<file path="src/rtl/adder_seq_pkg.sv">
// Shared op codes, FSM state encoding and datapath constants for the
// two-requester adder sequencer and anything that drives or checks it.
package adder_seq_pkg;

  localparam int DATA_W = 32;
  localparam logic [DATA_W-1:0] ADD_ONE = {{(DATA_W-1){1'b0}}, 1'b1};

  typedef enum logic [1:0] {
    OP_ADD = 2'b00,
    OP_SUB = 2'b01,
    OP_NEG = 2'b10,
    OP_INC = 2'b11
  } op_t;

  typedef enum logic [1:0] {
    IDLE  = 2'b00,
    PASS1 = 2'b01,
    PASS2 = 2'b10,
    DONE  = 2'b11
  } state_t;

endpackage

</file>
<file path="src/rtl/full_adder_32.sv">
// Plain 32-bit adder with no carry-in; zero and sign flags come from the sum.
module full_adder_32
  import adder_seq_pkg::*;
(
  input  logic [DATA_W-1:0] a,
  input  logic [DATA_W-1:0] b,
  output logic [DATA_W-1:0] sum,
  output logic              z,
  output logic              n
);

  assign sum = a + b;
  assign z   = (sum == '0);
  assign n   = sum[DATA_W-1];

endmodule

</file>
<file path="src/rtl/adder_sequencer.sv">
// Two-requester arithmetic sequencer: one request at a time is run through a
// single shared adder in one (ADD/NEG/INC) or two (SUB) passes.
module adder_sequencer
  import adder_seq_pkg::*;
(
  input  logic              clk,
  input  logic              reset,
  input  logic              req0_valid,
  input  logic [1:0]        req0_op,
  input  logic [DATA_W-1:0] req0_a,
  input  logic [DATA_W-1:0] req0_b,
  output logic              req0_ready,
  input  logic              req1_valid,
  input  logic [1:0]        req1_op,
  input  logic [DATA_W-1:0] req1_a,
  input  logic [DATA_W-1:0] req1_b,
  output logic              req1_ready,
  output logic              out_valid,
  output logic              out_id,
  output logic [DATA_W-1:0] out_result,
  output logic              out_z,
  output logic              out_n
);

  state_t            state;
  state_t            state_nxt;
  op_t               op_q;
  logic [DATA_W-1:0] a_q;
  logic [DATA_W-1:0] b_q;
  logic [DATA_W-1:0] sum_q;
  logic              id_q;
  logic              rr_ptr;

  logic              grant0;
  logic              grant1;
  logic              accept;
  logic              load_out;
  op_t               sel_op;
  logic [DATA_W-1:0] sel_a;
  logic [DATA_W-1:0] sel_b;

  logic [DATA_W-1:0] add_x;
  logic [DATA_W-1:0] add_y;
  logic [DATA_W-1:0] add_sum;
  logic              add_z;
  logic              add_n;

  // Handshake: a request transfers on a rising edge where valid and ready are
  // both high. Ready is only offered in IDLE (never while reset is high), to at
  // most one requester; a requester holds valid and operands until it sees ready.
  always_comb begin
    grant0 = 1'b0;
    grant1 = 1'b0;
    if (state == IDLE && !reset) begin
      if (req0_valid && (!req1_valid || !rr_ptr)) begin
        grant0 = 1'b1;
      end else if (req1_valid) begin
        grant1 = 1'b1;
      end
    end
  end

  assign req0_ready = grant0;
  assign req1_ready = grant1;
  assign accept     = grant0 | grant1;

  always_comb begin
    sel_op = grant1 ? op_t'(req1_op) : op_t'(req0_op);
    sel_a  = grant1 ? req1_a : req0_a;
    sel_b  = grant1 ? req1_b : req0_b;
  end

  // SUB runs as ~b+1 in PASS1, then a+(-b) in PASS2.
  always_comb begin
    add_x = '0;
    add_y = '0;
    case (state)
      PASS1: begin
        case (op_q)
          OP_ADD: begin
            add_x = a_q;
            add_y = b_q;
          end
          OP_SUB: begin
            add_x = ~b_q;
            add_y = ADD_ONE;
          end
          OP_NEG: begin
            add_x = ~a_q;
            add_y = ADD_ONE;
          end
          default: begin
            add_x = a_q;
            add_y = ADD_ONE;
          end
        endcase
      end
      PASS2: begin
        add_x = a_q;
        add_y = sum_q;
      end
      default: begin
        add_x = '0;
        add_y = '0;
      end
    endcase
  end

  full_adder_32 u_adder (
    .a   (add_x),
    .b   (add_y),
    .sum (add_sum),
    .z   (add_z),
    .n   (add_n)
  );

  always_comb begin
    state_nxt = state;
    load_out  = 1'b0;
    case (state)
      IDLE: begin
        if (accept) begin
          state_nxt = PASS1;
        end
      end
      PASS1: begin
        if (op_q == OP_SUB) begin
          state_nxt = PASS2;
        end else begin
          state_nxt = DONE;
          load_out  = 1'b1;
        end
      end
      PASS2: begin
        state_nxt = DONE;
        load_out  = 1'b1;
      end
      DONE: begin
        state_nxt = IDLE;
      end
      default: begin
        state_nxt = IDLE;
      end
    endcase
  end

  always_ff @(posedge clk) begin
    if (reset) begin
      state <= IDLE;
    end else begin
      state <= state_nxt;
    end
  end

  // Result registers load on the edge into DONE, so out_valid is high exactly
  // for the DONE cycle and the outputs hold afterwards.
  always_ff @(posedge clk) begin
    if (reset) begin
      op_q       <= OP_ADD;
      a_q        <= '0;
      b_q        <= '0;
      sum_q      <= '0;
      id_q       <= 1'b0;
      rr_ptr     <= 1'b0;
      out_valid  <= 1'b0;
      out_id     <= 1'b0;
      out_result <= '0;
      out_z      <= 1'b0;
      out_n      <= 1'b0;
    end else begin
      if (accept) begin
        op_q   <= sel_op;
        a_q    <= sel_a;
        b_q    <= sel_b;
        id_q   <= grant1;
        rr_ptr <= ~grant1;
      end
      if (state == PASS1 || state == PASS2) begin
        sum_q <= add_sum;
      end
      out_valid <= load_out;
      if (load_out) begin
        out_result <= add_sum;
        out_id     <= id_q;
        out_z      <= add_z;
        out_n      <= add_n;
      end
    end
  end

endmodule

</file>
<file path="config.mk">
export PLATFORM = sky130hd
export DESIGN_NAME = adder_sequencer
export DESIGN_NICKNAME = d
export VERILOG_FILES = /design/src/rtl/adder_seq_pkg.sv /design/src/rtl/full_adder_32.sv /design/src/rtl/adder_sequencer.sv
export SDC_FILE = /design/constraint.sdc
export NUM_CORES = 1
export LEC_CHECK = 0
export ABC_AREA = 1
export CAP_MARGIN = 20
export CORE_UTILIZATION = 35
export CTS_CLUSTER_SIZE = 24
export DETAILED_ROUTE_END_ITERATION = 6
export HOLD_SLACK_MARGIN = 0.08
export PLACE_DENSITY = 0.64
export SLEW_MARGIN = 20
export SYNTH_ARGS = -nofsm -noshare
export SYNTH_HDL_FRONTEND = slang
export SYNTH_SLANG_ARGS = --single-unit
</file>
<file path="constraint.sdc">
create_clock -name clk -period 4.3 [get_ports clk]
set_input_delay 1.29 -clock clk [delete_from_list [all_inputs] [get_ports clk]]
set_output_delay 1.29 -clock clk [all_outputs]
set_load 0.02 [all_outputs]
</file>
; ---- After elaboration in Yosys (flattened, before gate mapping)
; Cells that the tools add are included.
[totals]
word_cells = 50
ff_bits = 138
output_inout_bits = 38
inputBits = 136
[classes]
bitwise_logic = 4
add_sub_neg = 1
reduce_logical = 10
muxes = 17
n_eq_ne = 6
[ops]
columns = operator, count
row1 = $pmux 32 s2, 3
row2 = $mux 32, 3
row3 = $not 32->32, 2
row4 = $add 32x32->32, 1
row5 = $logic_not 32->1, 1
row6 = $pmux 2 s4, 1
row7 = $mux 1, 7
row8 = $eq 2x2->1 const B, 3
row9 = $eq 2x1->1 const B, 2
row10 = $logic_not 2->1, 2
row11 = $mux 2, 2
row12 = $logic_not 1->1, 3
row13 = $logic_and 1x1->1, 2
row14 = $logic_or 1x1->1, 2
row15 = $ne 2x2->1 const B, 1
row16 = $pmux 1 s2, 1
row17 = $not 1->1, 1
row18 = $or 1x1->1, 1

; ---- Longest topological paths before layout
; Gate-level depths: netlist of run 1.
[depth]
word_depth = 8
depth_mapped = 27
ltp_nobuf = 25

; ---- By module
; A second synthesis of run 1 with hierarchy kept.
[unflattened]
cells_unflattened = 1834
hier_area_um2 = 10441.3
[by_module_without_submodules]
columns = mod, instances, area_each_um2, cells_per_inst
row1 = adder_sequencer, 1, 7808.7, 1275
row2 = full_adder_32, 1, 2632.5, 559

; ---- Least setup slack after synthesis of run 1
; No wires, ideal clock.
[synth_timing]
kind = input -> output
start = in reset
end = out req0_ready
n_path_buf = 2
t_required_ns = 3.010
stages = 5
arrival_ns = 2.235
slack_ns = 0.775
path_cell_list = buf_2 > inv_2 > nand2_1 > nor2_1 > clkbuf_1
[synth_via]
elab_chain_len = 3
[synth_lines]
columns = item, line
row1 = "start, declared", adder_sequencer.sv:7  ; input logic reset,
row2 = $logic_not 1->1, adder_sequencer.sv:54  ; if (state == IDLE && !reset) begin
row3 = $logic_and 1x1->1, adder_sequencer.sv:54
row4 = $mux 1, adder_sequencer.sv:54
row5 = "end, declared", adder_sequencer.sv:12  ; output logic req0_ready,
; No other way between the ends.

; ---- Worst setup path in the final report of run 1
[layout_timing]
start = in req1_valid
end = out req1_ready
[layout_via]
elab_chain_len = 5
elab_cells_between_ends = 6
classes_between = mux (3) / reduce/logical (3)
[layout_lines]
columns = item, line
row1 = "start, declared", adder_sequencer.sv:13  ; input logic req1_valid,
row2 = $logic_not 1->1, adder_sequencer.sv:55  ; if (req0_valid && (!req1_valid || !rr_ptr)) begin
row3 = $logic_or 1x1->1, adder_sequencer.sv:55
row4 = $logic_and 1x1->1, adder_sequencer.sv:55
row5 = $mux 1 (*), adder_sequencer.sv:55
row6 = $mux 1 (*), adder_sequencer.sv:54
row7 = "end, declared", adder_sequencer.sv:17  ; output logic req1_ready,
; Mark *: on every way between the ends. The rest lies on a longest branch, timed or not.

==> summary.txt, run 1 <==
Tot GR Track Use: 22.2%
Starting Density: 36.1%
Top cells by area, synth: dfxtp_1 (30%), nand2_1 (24%), inv_1 (8.5%)
M3 GR Usage: 4.47%
Cell taking the most area after synthesis: dfxtp_1
Final setup vio count: 0
First-pass GRT wire length: 46700 µm
Final HPWL DP: 22500 µm
Max_slew headroom: 35.6%
Mapped Nets: 1693
# DRC: 0
Max-cap viol count: 0
# IOs: 174
Setup_tns: 0 ps
Pins Over Slew Limit: 0
Most Crowded Layer GR: met1
Synth top area share: 29.9%
Synth cell types: 39
Clock share of power: 25.1%
XOR/XNOR share of the synthesized area: 1.15%
Post-synthesis adder-cell area fraction: 5.41%
Routed WL: 29000 µm
Power per cell area: 540 nW/µm²
Postcts setup bufs: 0
Leakage power figure: 5.27 nW
Sequential cell area fraction in the yosys report: 29.9%
CP Launch Type: primary input
Top-count cell post-synth: nand2_1
Largest family of logic cells by synthesized area: simple AND/OR/NAND/NOR gates
Final ANT Viol Nets: 0
Critical path cell sequence: clkdlybuf4s50_1 -> nand2_1 -> nand2_1 -> nand3_1 -> inv_2 -> clkdlybuf4s50_1
Max incr delay on CP: 610 ps
Seq pwr share: 30.5%
Worst path slowest cell: clkdlybuf4s50_1
Routed vias: 9696
Fin crit share: 95.2%
Die height: 164 µm
Multiplexer share of the synthesized area: 0%
Yosys warns: 0
Slew @ Worst Pin: 966 ps
Worst hold slack: 475 ps
Maximum number of pins on one net before global-route repair: 89
Worst slack at placement: 192 ps
CP required: 3010 ps
Cts hold-fix bufs: 0
CP Max Fanout: 2
Syn Area/Cell: 6.04 µm²
Antenna violations before repair: 0
Min Tclk post-route: 4090 ps
GPL Wtd Cong: 0.905
Post-Synth Simple-Gate Area: 34.5%
Cell count after placement: 1957
FFs w/ async S/R, synth: 0%
Worst Setup End Kind: output port
Clock Path Buffers: 2
CTS tree: yes
Final hold vios: 0
Area grow syn2layout: 28.5%
IR drop worst, VDD: 364 µV
Synth top cells by count: nand2_1 (584), inv_1 (207), dfxtp_1 (137)
Antenna cells: 0
Met1 Usage GRT: 33.3%
Status: finished clean
CTS buffer count: 17
Buf/Inv on CP: 3
Die area: 26800 µm²
Cell row count: 58
H-tree levels: 4
Routed vias/inst: 4.88
Gate power share: 44.4%
Nets: 1821
Tightest Hold Check Type: register to register
WS Path Type: primary input to output port
Fillers: 2770
Synthesis-stage register bit count: 137
Core Util, Final: 46.3%
I/O Buffers: 173
Worst-path clk slew: 60 ps
Post-CTS Resized: 0
Sw Pwr: 2.65 mW
CP delay by family, top: buffers and inverters
Crit path DAT: 2800 ps
Main synth FF type: dfxtp_1
Unrepaired setup endpoints after global routing: false
Layout cells sized above 1: 5.25%
Synth Area in Compound Gates: 16.8%
Die width: 164 µm
Total gr overflow: 0
CTS Root Cell: clkbuf_16
Vias in the first global route: 8931
Cells after Synth: 1518
Cell Count, Final, Fillers Out: 1988
Switch share: 41.7%
1st-pass router iterations: 5
Met2 Track Usage GR: 32.1%
Internal: 3.71 mW
Netlist Area Pre-Place: 9160 µm²
Core Box Area: 25400 µm²
Routed len/inst: 14.6 µm
DR iter-0 viols: 727
PnR worst setup slack: 208 ps
FMAX: 0.244 GHz
Worst skew pair latency: 430 ps
Max Clock Skew: 12.3 ps
TritonCTS Sinks: 137
Post-synth EDFFs: 0
[metal layers]
layer / share of wire (%) / wire [µm] / vias to the layer above
met2: 40 / 11500 / 290
met3: 6.6 / 1900 / 28
li1: - / - / 5103
met4: 1.2 / 346 / 0
met5: 0 / 0 / -
met1: 52 / 15200 / 4275
[per-stage QoR]
step / area, µm² / power, mW
after floorplan: 9160 / 3.79
after global placement: 11100 / 4.71
after detailed placement: 11100 / 4.76
after CTS: 11800 / 6.37
after global routing: 11800 / 6.79
final: 11800 / 6.36
[final timing paths]
check	from	end	slack, ps	cells after the start
min	out_result[6]	out_result[6]	470	2
max	req1_valid	req1_ready	210	6
min reg2reg	out_result[6]	out_result[6]	470	2
max reg2reg	state[0]	out_z	720	20
[worst reg2reg max path: cells and delay by family, from the launching register on]
| kind | cells | cell delay, ps |
|---|---|---|
| AND/OR/NAND/NOR | 13 | 1390 |
| adder cells (fa/ha/maj) | 2 | 830 |
| buffers and inverters | 3 | 700 |
| flip-flops | 1 | 360 |
| AO/OA/AOI/OAI | 2 | 200 |
[power by group through the flow]
stage	registers (mW)	clock network, mW	logic (mW)
after floorplan	2.02	0	1.76
after global placement	1.94	0	2.76
after detailed placement	1.95	0	2.81
after CTS	1.93	1.62	2.82
after global routing	1.98	1.67	3.14
final	1.94	1.60	2.83
[registers in the layout, indices dropped and copies added, names as in the netlist]
register,flops
out_result,32
out_valid,1
out_id,1
b_q,32
id_q,1
rr_ptr,1
sum_q,32
op_q,2
a_q,32
out_z,1
state,2
[layout by cell type (no fill, tap or decap), drive strengths merged]
cell type / count
o21bai: 2
xnor2: 6
nand4: 8
clkbuf: 21
clkinv: 3
ha: 38
a211oi: 1
inv: 213
o21ai: 27
a31oi: 67
a22o: 1
o31ai: 1
a21boi: 1
nand3b: 4
bufinv: 4
a21oi: 84
xor2: 6
nor3: 7
fa: 1
buf: 17
clkdlybuf4s50: 172
nand2: 596
nand3: 70
and2: 2
clkinvlp: 2
dfxtp: 137
or2: 2
o22ai: 31
o211ai: 42
nor2: 92
[cell families after synthesis]
kind of cell,Yosys count
xor gates and xnor gates,12
adders and majority gates,39
buffers and inverters,292
DFF,137
and+or+nand+nor,781
AOI/OAI and AO/OA,257
[area by class of cell]
type / count / area [µm²] / share of cell area, %
well taps: 330 / 413 / 3.51
clock buffers: 21 / 470 / 4.00
repair buffers: 189 / 1860 / 15.8
multi-input cells: 1089 / 5320 / 45.2
inverters: 212 / 796 / 6.76
clock inverters: 10 / 166 / 1.41
flip-flops and latches: 137 / 2740 / 23.3
No activity file was read; power rests on OpenSTA's default activity.
==> inputs of run 2 (changes only) <==
- PLACE_DENSITY: 0.64 -> 0.67
- clock period: 4.3 -> 3.4 ns (I/O delays scaled with it)
==> summary.txt, run 2 (synthesis results as in run 1) <==
Most common cell after layout, fill and taps aside: nand2_1
TritonCTS Sinks: 137
Max_slew headroom: 36.9%
Routed vias/inst: 4.94
Max-cap viol count: 0
Worst-path clk slew: 60 ps
Min Tclk post-route: 3250 ps
CTS buffer count: 17
Seq pwr share: 28.4%
Routed vias: 10000
Tightest Hold Check Type: register to register
1st-pass router iterations: 5
Cell count after placement: 1990
Commonest non-fill, non-tap cells in the layout: nand2_1 (578), inv_1 (201), clkdlybuf4s50_1 (170)
Met2 Track Usage GR: 32.5%
WS Path Type: primary input to output port
Routed WL: 30100 µm
Slew @ Worst Pin: 947 ps
Clock Path Buffers: 2
# IOs: 174
Leakage power figure: 5.49 nW
Final hold vios: 0
Met1 Usage GRT: 34.3%
Switch share: 41.1%
Buf/Inv on CP: 3
Worst path slowest cell: clkdlybuf4s50_1
Die area: 26800 µm²
CTS Root Cell: clkbuf_16
CP Max Fanout: 2
Power per cell area: 693 nW/µm²
DR iter-0 viols: 857
Final HPWL DP: 22800 µm
Cell Count, Final, Fillers Out: 2032
Most Crowded Layer GR: met1
Max incr delay on CP: 470 ps
Die width: 164 µm
Crit path DAT: 2230 ps
Internal: 5.09 mW
Final setup vio count: 0
Starting Density: 36.1%
Core Box Area: 25400 µm²
# DRC: 0
Setup_tns: 0 ps
IR drop worst, VDD: 426 µV
CP Launch Point: req1_valid
Status: finished clean
Area grow syn2layout: 36.2%
Total power: 8.65 mW
Most used cell, CP: nand2_1
CP Launch Type: primary input
Cts hold-fix bufs: 0
Fin crit share: 95.7%
FMAX: 0.307 GHz
Layout cells sized above 1: 11.0%
Vias in the first global route: 9030
Critical path cell sequence: clkdlybuf4s50_1 -> nand2_1 -> nand2_1 -> nand3_1 -> inv_2 -> dlygate4sd2_1
Tot GR Track Use: 22.6%
Worst Setup End Kind: output port
Clock share of power: 23.8%
Maximum number of pins on one net before global-route repair: 89
Launching point of the worst reg2reg path: state[1]
Max Clock Skew: 11.1 ps
First-pass GRT wire length: 47400 µm
Final ANT Viol Nets: 0
Antenna violations before repair: 0
Sw Pwr: 3.55 mW
Total gr overflow: 0
I/O Buffers: 173
CP required: 2380 ps
Worst skew pair latency: 430 ps
Pins Over Slew Limit: 0
Cell row count: 58
M3 GR Usage: 4.67%
Core Util, Final: 49.1%
Gate power share: 47.7%
Routed len/inst: 14.8 µm
Die height: 164 µm
CP delay by family, top: buffers and inverters
Nets: 1864
H-tree levels: 4
Min-delay src: out_result[4]
CTS tree: yes
GPL Wtd Cong: 0.920
Antenna cells: 0
-- run 2: cell types whose count changed in the layout (fill, tap and decap cells not counted), moves of 16 or more --
| cell | before | now |
|---|---|---|
| a21oi_1 | 83 | 65 |
| buf_4 | 15 | 46 |
| ha_1 | 38 | 16 |
| ha_2 | 0 | 16 |
| a21oi_2 | 1 | 19 |
-- run 2: power groups by stage --
stage / registers (mW) / clock network [mW] / logic, mW
after detailed placement: 2.46 / 0 / 3.79
after floorplan: 2.56 / 0 / 2.23
after global placement: 2.45 / 0 / 3.72
after global routing: 2.50 / 2.17 / 4.51
final: 2.46 / 2.06 / 4.13
after CTS: 2.44 / 2.09 / 3.81
-- run 2: layout make-up --
class                   count  area (µm²)
repair buffers            232        2320
inverters                 212         803
well taps                 330         413
fillers                  2633       12900
clock inverters            11         195
clock buffers              21         450
flip-flops and latches    137        2750
multi-input cells        1089        5550
-- run 2: worst reg2reg max path, stage by stage (launching register included) --
cell and delay, ps:
dfxtp_1 350, inv_2 120, ha_4 160, inv_2 50, o21ai_4 190, buf_4 160
buf_12 140, nand2_1 60, a21oi_1 190, ha_2 360, nand2_1 90, nand2_1 70
o21bai_1 180, a21oi_1 180, nand3_1 100, nand2_1 60, nand2_1 120, nor2_1 180
nand3_1 90, nor2_1 100, nand2_1 60, a21oi_2 100
-- run 2: repair_timing --
| item | CTS | global route |
|---|---|---|
| gates cloned | 0 | 3 |
| resized for setup | 2 | 71 |
| buffers inserted | 0 | 7 |
| endpoints found under the hold margin | 0 | 0 |
| endpoints found under the setup margin | 2 | 27 |
| pin swaps | 0 | 11 |
-- run 2: worst paths after layout --
path	to	slack (ps)	cells after the start
min	out_result[4]	480	2
max	req1_ready	150	6
min reg2reg	out_result[4]	480	2
max reg2reg	out_z	210	21
-- run 2: stage by stage --
stage | instance area [µm²] | setup slack (ps) | hold slack (ps)
after floorplan | 9160 | 276 | 430
after global placement | 11500 | -190 | 454
after detailed placement | 11500 | -159 | 470
after CTS | 12100 | 49.6 | 479
after global routing | 12500 | -5.03 | 501
final | 12500 | 146 | 476
-- run 2: per-layer routing --
layer	share of wire (%)	vias up
li1	-	5178
met1	51	4471
met4	1.1	0
met2	41	368
met5	0	-
met3	7.5	23
